`src/rtl/dcache_pkg.sv`:
```
// Shared types and constants for the direct-mapped write-through data cache.
// Optional statistics counters are enabled with the DCACHE_STATS_EN macro.
package dcache_pkg;

   localparam int WORD_W          = 16;
   localparam int DEF_INDEX_BITS  = 4;
   localparam int DEF_ADDR_BITS   = 16;

   typedef enum logic [2:0] {
      IDLE    = 3'd0,
      RD_MISS = 3'd1,
      WR_THRU = 3'd2,
      RD_DONE = 3'd3,
      WR_DONE = 3'd4
   } state_t;

   function automatic int tag_width(input int addr_bits, input int index_bits);
      return addr_bits - index_bits;
   endfunction

endpackage

```
`src/rtl/dcache_line_store.sv`:
```
// Tag/valid/data arrays for the data cache: one combinational read port,
// one synchronous write port, valid bits cleared by synchronous reset.
module dcache_line_store
   import dcache_pkg::*;
#(
   parameter int INDEX_BITS = DEF_INDEX_BITS,
   parameter int TAG_W      = DEF_ADDR_BITS - DEF_INDEX_BITS
) (
   input  logic                  clk,
   input  logic                  rst,
   input  logic [INDEX_BITS-1:0] rd_index,
   output logic                  rd_valid,
   output logic [TAG_W-1:0]      rd_tag,
   output logic [WORD_W-1:0]     rd_data,
   input  logic                  wr_en,
   input  logic [INDEX_BITS-1:0] wr_index,
   input  logic [TAG_W-1:0]      wr_tag,
   input  logic [WORD_W-1:0]     wr_data
);

   localparam int LINES = 1 << INDEX_BITS;

   logic [LINES-1:0]  valid;
   logic [TAG_W-1:0]  tags  [LINES];
   logic [WORD_W-1:0] words [LINES];

   always_ff @(posedge clk) begin
      if (rst) begin
         valid <= '0;
      end else if (wr_en) begin
         valid[wr_index] <= 1'b1;
      end
   end

   // Tag and data need no reset: they are meaningless while the valid bit is low.
   always_ff @(posedge clk) begin
      if (wr_en && !rst) begin
         tags[wr_index]  <= wr_tag;
         words[wr_index] <= wr_data;
      end
   end

   assign rd_valid = valid[rd_index];
   assign rd_tag   = tags[rd_index];
   assign rd_data  = words[rd_index];

endmodule

```
`src/rtl/dcache_ctrl.sv`:
```
// MEM-stage data cache controller: direct-mapped, write-through, no-write-allocate.
// Define DCACHE_STATS_EN to add saturating hit_count/miss_count outputs.
module dcache_ctrl
   import dcache_pkg::*;
#(
   parameter int INDEX_BITS = DEF_INDEX_BITS,
   parameter int ADDR_BITS  = DEF_ADDR_BITS
) (
   input  logic                 clk,
   input  logic                 rst,
   input  logic                 mem_read,
   input  logic                 mem_write,
   input  logic [ADDR_BITS-1:0] addr,
   input  logic [WORD_W-1:0]    write_data,
   output logic [WORD_W-1:0]    read_data,
   output logic                 hit,
   output logic                 bus_req,
   output logic                 bus_we,
   output logic [ADDR_BITS-1:0] bus_addr,
   output logic [WORD_W-1:0]    bus_wdata,
   input  logic [WORD_W-1:0]    bus_rdata,
   input  logic                 bus_ready
`ifdef DCACHE_STATS_EN
   ,
   output logic [15:0]          hit_count,
   output logic [15:0]          miss_count
`endif
);

   localparam int TAG_W = tag_width(ADDR_BITS, INDEX_BITS);

   // Handshake: bus_req rises with bus_we/bus_addr/bus_wdata and holds them
   // until the single-cycle bus_ready pulse; bus_ready is ignored unless a
   // request is outstanding.
   state_t                state;
   logic [WORD_W-1:0]     rdata_q;

   logic [INDEX_BITS-1:0] idx;
   logic [TAG_W-1:0]      tag;
   logic                  line_valid;
   logic [TAG_W-1:0]      line_tag;
   logic [WORD_W-1:0]     line_data;
   logic                  tag_match;
   logic                  is_load;
   logic                  load_hit;

   logic                  wr_en;
   logic [INDEX_BITS-1:0] wr_index;
   logic [TAG_W-1:0]      wr_tag;
   logic [WORD_W-1:0]     wr_data;

   assign idx       = addr[INDEX_BITS-1:0];
   assign tag       = addr[ADDR_BITS-1:INDEX_BITS];
   assign tag_match = line_valid && (line_tag == tag);
   assign is_load   = mem_read && !mem_write;
   assign load_hit  = (state == IDLE) && is_load && tag_match;

   dcache_line_store #(
      .INDEX_BITS (INDEX_BITS),
      .TAG_W      (TAG_W)
   ) u_store (
      .clk      (clk),
      .rst      (rst),
      .rd_index (idx),
      .rd_valid (line_valid),
      .rd_tag   (line_tag),
      .rd_data  (line_data),
      .wr_en    (wr_en),
      .wr_index (wr_index),
      .wr_tag   (wr_tag),
      .wr_data  (wr_data)
   );

   always_comb begin
      hit = 1'b0;
      case (state)
         IDLE:             hit = (!mem_read && !mem_write) || load_hit;
         RD_DONE, WR_DONE: hit = 1'b1;
         default:          hit = 1'b0;
      endcase
   end

   assign read_data = load_hit ? line_data : rdata_q;

   // Refill uses the registered request address; a store hit updates in place.
   always_comb begin
      wr_en    = 1'b0;
      wr_index = idx;
      wr_tag   = tag;
      wr_data  = write_data;
      if (state == RD_MISS && bus_ready) begin
         wr_en    = 1'b1;
         wr_index = bus_addr[INDEX_BITS-1:0];
         wr_tag   = bus_addr[ADDR_BITS-1:INDEX_BITS];
         wr_data  = bus_rdata;
      end else if (state == IDLE && mem_write && tag_match) begin
         wr_en = 1'b1;
      end
      if (rst) begin
         wr_en = 1'b0;
      end
   end

   always_ff @(posedge clk) begin
      if (rst) begin
         state     <= IDLE;
         bus_req   <= 1'b0;
         bus_we    <= 1'b0;
         bus_addr  <= '0;
         bus_wdata <= '0;
         rdata_q   <= '0;
      end else begin
         case (state)
            IDLE: begin
               if (mem_write) begin
                  state     <= WR_THRU;
                  bus_req   <= 1'b1;
                  bus_we    <= 1'b1;
                  bus_addr  <= addr;
                  bus_wdata <= write_data;
               end else if (mem_read && !tag_match) begin
                  state    <= RD_MISS;
                  bus_req  <= 1'b1;
                  bus_we   <= 1'b0;
                  bus_addr <= addr;
               end
            end
            RD_MISS: begin
               if (bus_ready) begin
                  state   <= RD_DONE;
                  bus_req <= 1'b0;
                  rdata_q <= bus_rdata;
               end
            end
            WR_THRU: begin
               if (bus_ready) begin
                  state   <= WR_DONE;
                  bus_req <= 1'b0;
               end
            end
            RD_DONE, WR_DONE: state <= IDLE;
            default:          state <= IDLE;
         endcase
      end
   end

`ifdef DCACHE_STATS_EN
   always_ff @(posedge clk) begin
      if (rst) begin
         hit_count  <= '0;
         miss_count <= '0;
      end else begin
         if (load_hit && hit_count != 16'hFFFF) begin
            hit_count <= hit_count + 16'd1;
         end
         if (state == IDLE && is_load && !tag_match && miss_count != 16'hFFFF) begin
            miss_count <= miss_count + 16'd1;
         end
      end
   end
`endif

endmodule

```
`config.mk`:
```
export PLATFORM = sky130hd
export DESIGN_NAME = dcache_ctrl
export DESIGN_NICKNAME = d
export VERILOG_FILES = /design/src/rtl/dcache_pkg.sv /design/src/rtl/dcache_line_store.sv /design/src/rtl/dcache_ctrl.sv
export SDC_FILE = /design/constraint.sdc
export NUM_CORES = 1
export LEC_CHECK = 0
export ABC_AREA = 1
export ABC_CLOCK_PERIOD_IN_PS = 4850
export CELL_PAD_IN_SITES_DETAIL_PLACEMENT = 1
export CELL_PAD_IN_SITES_GLOBAL_PLACEMENT = 2
export CORE_MARGIN = 3
export CORE_UTILIZATION = 40
export DETAILED_ROUTE_END_ITERATION = 8
export PLACE_DENSITY_LB_ADDON = 0.1
export SYNTH_ARGS = -nofsm -noshare
export SYNTH_HDL_FRONTEND = slang
export SYNTH_SLANG_ARGS = --single-unit
export TNS_END_PERCENT = 50
```
`constraint.sdc`:
```
create_clock -name clk -period 4.85 [get_ports clk]
set_clock_uncertainty 0.1 [all_clocks]
set_input_delay 0.7275 -clock clk [delete_from_list [all_inputs] [get_ports clk]]
set_output_delay 0.7275 -clock clk [all_outputs]
set_load 0.05 [all_outputs]
```
==> results.yml, run 1 <==
setup_path:
  reg2reg_from: "u_store.tags[14][10]"
  path_delay_family: "buffers and inverters"
  worstPathArrival_ns: 3.64
  worstPathCellList: "buf_4, clkinv_2, buf_4, nor2_1, o21ai_0, nand3_1, nand3_1, nand2_1, nand2_1, nand2_1, nand3_1, nor2_1, nand4_1, buf_4, o21ai_0, inv_1, buf_4"
  ff2ff_setup_slack_ns: 1.67
  worst-path-max-fanout: 32
  slowest_stage: "clkinv_2"
  timing.rr.end: "u_store.words[14][7]"
  cp_slowest_stage_delay_ns: 0.43
  critPathKind: "in -> out"
  cpMostUsedCell: "buf_4"
  path_buf_inv: 6
  critPathLaunchType: "primary input"
  worstSetupEndpointType: "primary output"
  ff2ff_path_depth: 18
  required_ns: 4.02
timing:
  max_slew_margin: 0.2367
  setup-tns-final_ns: 0
  fin_crit_sh: 0.9203
  finalCriticalPeriod_ns: 4.464
  drv_slew: 0
  setup_viol: 0
  setup_slack_ns: 0.3865
  tightest_slew_ns: 1.137
  max_freq_ghz: 0.2240
  hold_violations: 0
  rsz0062_at_grt: "false"
  whs_ns: 0.3577
floorplanning:
  pin_count: 104
  die_h_um: 238.6
  initial_core_util: 0.4077
  coreArea_um2: 53080
  die-area_um2: 56930
  std_cell_rows: 84
  die-width_um: 238.6
route:
  via_count: 15137
  dr.pass1.iters: 5
  vias_per_cell: 5.332
  drtIter0Drc: 1043
  wl_per_cell_um: 23.92
  drcViolationCount: 0
  ant_nets: 0
  wl_um: 67920
clock_tree:
  cts_made_buffers: 56
  post-cts-setup-buffer-count: 0
  cts_resized: 0
  clock-sinks: 517
  cts_tree: "yes"
  clk_path_buf_depth: 3
  clockRootBuffer: "clkbuf_16"
  cts_hold_buffers: 0
  clock_latency_ns: 0.63
  cts_max_level: 2
  clk_pin_slew_worst_paths_ns: 0.05
global_routing:
  top_usage_layer: "met2"
  grtUsageMet1: 0.3167
  grt_pass1_wl_um: 102100
  grt_overflow: 0
  grt_pass1_vias: 15843
  grt_util_met3: 0.02896
  gr-usage-all-layers: 0.2403
  grt_antenna_before_repair: 1
  grt_max_degree: 115
  use_met2: 0.4099
synthesis:
  synth_most_common_cell: "nand2_1"
  ys_ff_latch: 517
  yosysSeqAreaShare: 0.6855
  avgSynthCellArea_um2: 10.75
  synthesis.area_um2: 21640
  synth.area.top_cells: "edfxtp_1, nand2_1, dfxtp_1"
  synthTopCellsByCount: "nand2_1, edfxtp_1, nor2_1"
  yosys_warnings: 0
  synthCells: 2013
  syn-num-nets: 2066
  synthArstFlopShare: 0
  yosysUniqueCellTypes: 36
  synth_top_area_frac: 0.6217
  synth_edf_count: 448
  netlist.top_cell.by_area: "edfxtp_1"
  synth_ff_type: "edfxtp_1"
finish:
  final_cells: 2839
  fin_nets: 2156
  area_delta_synth_final_pct: 17.28
  drive_gt1_frac: 0.08558
  nFillCells: 5703
job:
  drv_cap: 0
placement:
  port_buffers: 103
  place_worst_setup_slack_ns: 0.3383
  dp.cells: 2733
  dp_hpwl_um: 38030
  gp_congestion: 0.7712
hold_path:
  holdCritStartpoint: "u_store.valid[8]"
  hold_depth: 2
  min_path_type: "reg -> reg"
  holdPathEnd: "u_store.valid[8]"
power_and_ir_drop:
  vdd_drop_max_uv: 340.2
  power.density_nw_per_um2: 451.5
  power_mw: 11.46
  p_leak_nw: 9.383
run_status:
  status: "finished clean"
## flip-flops by register name (all words and copies together), names as in the netlist
signal	cells
bus_addr	16
bus_req	1
bus_wdata	16
bus_we	1
rdata_q	16
state	3
u_store.tags	192
u_store.valid	16
u_store.words	256
## worst reg2reg max path, stage by stage, from the launching register on
cell and delay, ns:
edfxtp_1 0.38, inv_1 0.08, nand2_1 0.07, nand3_1 0.10, nand3_1 0.10, nand3_1 0.14
nand2_1 0.07, nand2_1 0.06, nand2_1 0.10, nor2_1 0.23, nand2_1 0.14, nor2_1 0.21
nand2_2 0.11, o21ai_4 0.14, nand2_2 0.07, inv_2 0.08, nand2_2 0.15, nor2_4 0.25
buf_12 0.27
## metal layers
layer	vias up	wire length, µm
li1	7112	-
met1	7665	29690
met2	264	33400
met3	96	2428
met4	0	2407
met5	-	0
## logic make-up (layout without fill, tap and decap cells)
group	count (synthesis)	after routing	share of synthesized area
compound gates	345	345	0.09494
other cells	0	1	0
flops	517	517	0.6855
buf+inv	290	427	0.05799
simple gates	861	861	0.1616
## through the flow
stage | utilization | cell area [µm²]
floorplan | - | 21640
global placement | 0.4441 | 23570
detailed placement | 0.4441 | 23570
CTS | 0.4781 | 25380
global route | 0.4782 | 25380
finish | 0.4782 | 25380
## power by group
group	switching (mW)	leakage (nW)	internal (mW)	total (mW)
Sequential	0.107	4.60	5.16	5.26
Clock	1.79	0.888	2.40	4.19
Combinational	1.47	3.90	0.531	2.00
## final cells by class
class	count	area [µm²]	share of cell area
Inverter	167	633.1	0.02495
Clock buffer	75	1503	0.05921
Timing Repair Buffer	155	1613	0.06355
Antenna cell	1	2.502	0.00009860
Tap cell	688	860.8	0.03392
Clock inverter	30	301.5	0.01188
Sequential cell	517	14830	0.5845
Multi-Input combinational cell	1206	5632	0.2219
## cells in the final DEF, fill, tap and decap left out, types with 3 or more instances in the layout
cell type / count
clkinv_1: 14
clkbuf_1: 16
dfxtp_1: 69
nand2_1: 472
buf_2: 3
a21oi_1: 54
clkbuf_16: 56
o221ai_1: 48
clkinv_2: 16
nand3_1: 158
o21bai_1: 7
nor2_1: 204
o21ai_0: 174
inv_2: 3
o21ai_1: 8
o22ai_1: 16
clkbuf_8: 3
buf_4: 50
edfxtp_1: 448
clkdlybuf4s50_1: 81
nand2_2: 4
nor2_4: 12
inv_1: 156
buf_12: 20
bufinv_16: 4
o211ai_1: 34
## worst max-delay path by stage
| stage | startpoint | to | slack [ns] | cells after the start |
|---|---|---|---|---|
| floorplan | addr[1] | u_store.tags[10][0] | 0.78 | 18 |
| global placement | addr[1] | read_data[6] | 0.38 | 16 |
| detailed placement | addr[1] | read_data[8] | 0.34 | 16 |
| CTS | addr[1] | read_data[8] | 0.34 | 16 |
| global route | addr[0] | read_data[3] | 0.07 | 18 |
| finish | addr[1] | read_data[8] | 0.39 | 17 |
Power figures use the tool's default switching activity.
==> run 2: changes to the inputs <==
--- a/config.mk
+++ b/config.mk
@@ -13,6 +13,7 @@
 export CORE_UTILIZATION = 40
 export DETAILED_ROUTE_END_ITERATION = 8
 export PLACE_DENSITY_LB_ADDON = 0.1
+export SKIP_CTS_REPAIR_TIMING = 1
 export SYNTH_ARGS = -nofsm -noshare
 export SYNTH_HDL_FRONTEND = slang
 export SYNTH_SLANG_ARGS = --single-unit
==> results of run 2 <==
Final layout, timing and power as in run 1 (identical DEF).
==> run 3: changes to the inputs <==
--- a/config.mk
+++ b/config.mk
@@ -5,12 +5,11 @@
 export SDC_FILE = /design/constraint.sdc
 export NUM_CORES = 1
 export LEC_CHECK = 0
-export ABC_AREA = 1
 export ABC_CLOCK_PERIOD_IN_PS = 4850
 export CELL_PAD_IN_SITES_DETAIL_PLACEMENT = 1
 export CELL_PAD_IN_SITES_GLOBAL_PLACEMENT = 2
 export CORE_MARGIN = 3
-export CORE_UTILIZATION = 40
+export CORE_UTILIZATION = 45
 export DETAILED_ROUTE_END_ITERATION = 8
 export PLACE_DENSITY_LB_ADDON = 0.1
 export SKIP_CTS_REPAIR_TIMING = 1
==> run 3 against run 2 <==
  * Die area down 15%
  * Via count shrank 26%
  * Area after synthesis decreased by 4.4%
  * Worst hold slack lost 0.00054 ns
  * Combinational power shrank 58%
  * Sequential cell count unchanged
  * Cell count fell by 31%
==> results.yml, run 3 <==
timing:
  drv_slew: 0
  hold_violations: 0
  rsz0062_at_grt: "false"
  max_freq_ghz: 0.2132
  setup_viol: 0
  whs_ns: 0.3571
  fin_crit_sh: 0.9669
  finalCriticalPeriod_ns: 4.690
  max_slew_margin: 0.2615
  tightest_slew_ns: 1.108
setup_path:
  worstPathCellList: "buf_6, buf_4, mux4_2, mux2i_1, xnor2_1, nor2_1, o22ai_1, nor3_4, nand4_4, buf_12, mux2_4, buf_4"
  crit_start: "addr[0]"
  reg2reg_from: "u_store.tags[11][9]"
  critPathKind: "in -> out"
  worstPathArrival_ns: 3.86
  required_ns: 4.02
  worstSetupEndpointType: "primary output"
  path_delay_family: "multiplexers"
  path_buf_inv: 4
  cp_slowest_stage_delay_ns: 0.54
  critPathLaunchType: "primary input"
  slowest_stage: "mux4_2"
  cpMostUsedCell: "buf_4"
  worst-path-max-fanout: 20
synthesis:
  synth_top_family_by_area: "multiplexers"
  synthMuxAreaShare: 0.1713
  synthesis.area_um2: 20690
  synth_compound_area_frac: 0.02764
  yosysUniqueCellTypes: 49
  avgSynthCellArea_um2: 17.77
  synth_ff_type: "edfxtp_1"
  netlist.top_cell.by_area: "edfxtp_1"
  synth.area.top_cells: "edfxtp_1, mux4_2, dfxtp_1"
  synthTopCellsByCount: "edfxtp_1, nand2_1, mux4_2"
  yosys_warnings: 0
  ys_ff_latch: 517
  post_synth_xor_area_fraction: 0.008467
  synth_simple_gate_area_frac: 0.06042
  synth_edf_count: 448
  synth_most_common_cell: "edfxtp_1"
  synthCells: 1164
  yosysSeqAreaShare: 0.7171
  syn-num-nets: 1217
  synthAdderAreaFrac: 0
  synthArstFlopShare: 0
  synth_top_area_frac: 0.6503
floorplanning:
  die-width_um: 220.4
  initial_core_util: 0.4618
  coreArea_um2: 44800
  pin_count: 104
  std_cell_rows: 77
  die_h_um: 220.4
  die-area_um2: 48580
clock_tree:
  clockRootBuffer: "clkbuf_16"
  clk_path_buf_depth: 3
  clock-sinks: 517
  clock_latency_ns: 0.61
  clk_pin_slew_worst_paths_ns: 0.06
  cts_tree: "yes"
  cts_made_buffers: 54
  cts_max_level: 2
finish:
  fin_nets: 1370
  area_delta_synth_final_pct: 19.64
  drive_gt1_frac: 0.2395
  largest_registers: "u_store.words x256, u_store.tags x192"
  regMostFlops: "u_store.words"
  final_common_cell: "edfxtp_1"
  largest_reg_flops: 256
  final_cells: 1953
  nFillCells: 4071
  diodes: 0
  final_cell_mix: "edfxtp_1, nand2_1, mux4_2, clkdlybuf4s50_1, dfxtp_1"
power_and_ir_drop:
  vdd_drop_max_uv: 311.1
  p_leak_nw: 8.179
  power.density_nw_per_um2: 401.3
global_routing:
  gr-usage-all-layers: 0.2290
  grt_overflow: 0
  grt_pass1_vias: 12008
  grt_max_degree: 65
  grt_pass1_wl_um: 80240
  grt_antenna_before_repair: 2
placement:
  dp.cells: 1853
  port_buffers: 103
  gp_congestion: 0.7456
  dp_hpwl_um: 32220
hold_path:
  holdCritStartpoint: "rdata_q[4]"
  min_path_type: "reg -> reg"
route:
  drcViolationCount: 0
  via_count: 11258
  drtIter0Drc: 960
  vias_per_cell: 5.764
  ant_nets: 0
  wl_um: 54210
  dr.pass1.iters: 5
  wl_per_cell_um: 27.76
run_status:
  status: "finished clean"
job:
  drv_cap: 0
==> run 3: layout make-up <==
type | count | area (µm²) | share of cell area
multi-input combinational | 577 | 5633 | 0.2276
sequential | 517 | 14830 | 0.5993
inverter | 4 | 15.01 | 0.0006066
timing repair buffer | 163 | 1747 | 0.07057
tap | 592 | 740.7 | 0.02993
clock buffer | 70 | 1484 | 0.05995
clock inverter | 30 | 297.8 | 0.01203
==> run 3: worst reg2reg max path, delay by kind of cell (launching register included) <==
kind | cells | cell delay, ns
and+or+nand+nor | 4 | 0.54
muxes | 2 | 0.96
AOI/OAI and AO/OA | 1 | 0.85
xor gates and xnor gates | 1 | 0.33
DFF | 1 | 0.42
buffers and inverters | 2 | 0.47
==> run 3: worst paths after layout <==
path                              end  slack, ns  cells after the start
setup / recovery         read_data[5]       0.16                     12
hold / removal             rdata_q[4]       0.36                      2
setup reg to reg  u_store.words[0][3]       0.87                     10
hold reg to reg            rdata_q[4]       0.36                      2
==> run 3: power by group <==
group	switching (mW)	internal (mW)	leakage, nW
clock	1.71	2.42	0.855
sequential	0.0345	4.92	4.59
combinational	0.531	0.316	2.73
==> run 3: cells by family after synthesis <==
logic type | count (synthesis)
buffers and inverters | 70
xor gates and xnor gates | 20
AOI/OAI and AO/OA | 89
muxes | 187
and+or+nand+nor | 281
DFF | 517
==> run 3: per-stage QoR <==
| step | setup slack (ns) | TNS [ns] | cell area, µm² | utilization | power, mW |
|---|---|---|---|---|---|
| after floorplan | -0.7374 | -314.48 | 20690 | - | 5.563 |
| after global placement | 0.1265 | 0 | 22950 | 0.5124 | 5.881 |
| after detailed placement | 0.003537 | 0 | 22950 | 0.5124 | 5.898 |
| after CTS | -0.04170 | -0.3431 | 24740 | 0.5522 | 10.03 |
| after global routing | 0.02166 | 0 | 24750 | 0.5525 | 10.28 |
| final | 0.1604 | 0 | 24750 | 0.5525 | 9.932 |
==> run 3: metal layers <==
metal  vias to the layer above  track usage  share of wire
met1                      6015       0.3306           0.44
met4                         0      0.05774          0.019
met2                       296       0.3729           0.49
met3                        66      0.03200          0.049
met5                         -            0              0
li1                       4881            -              -
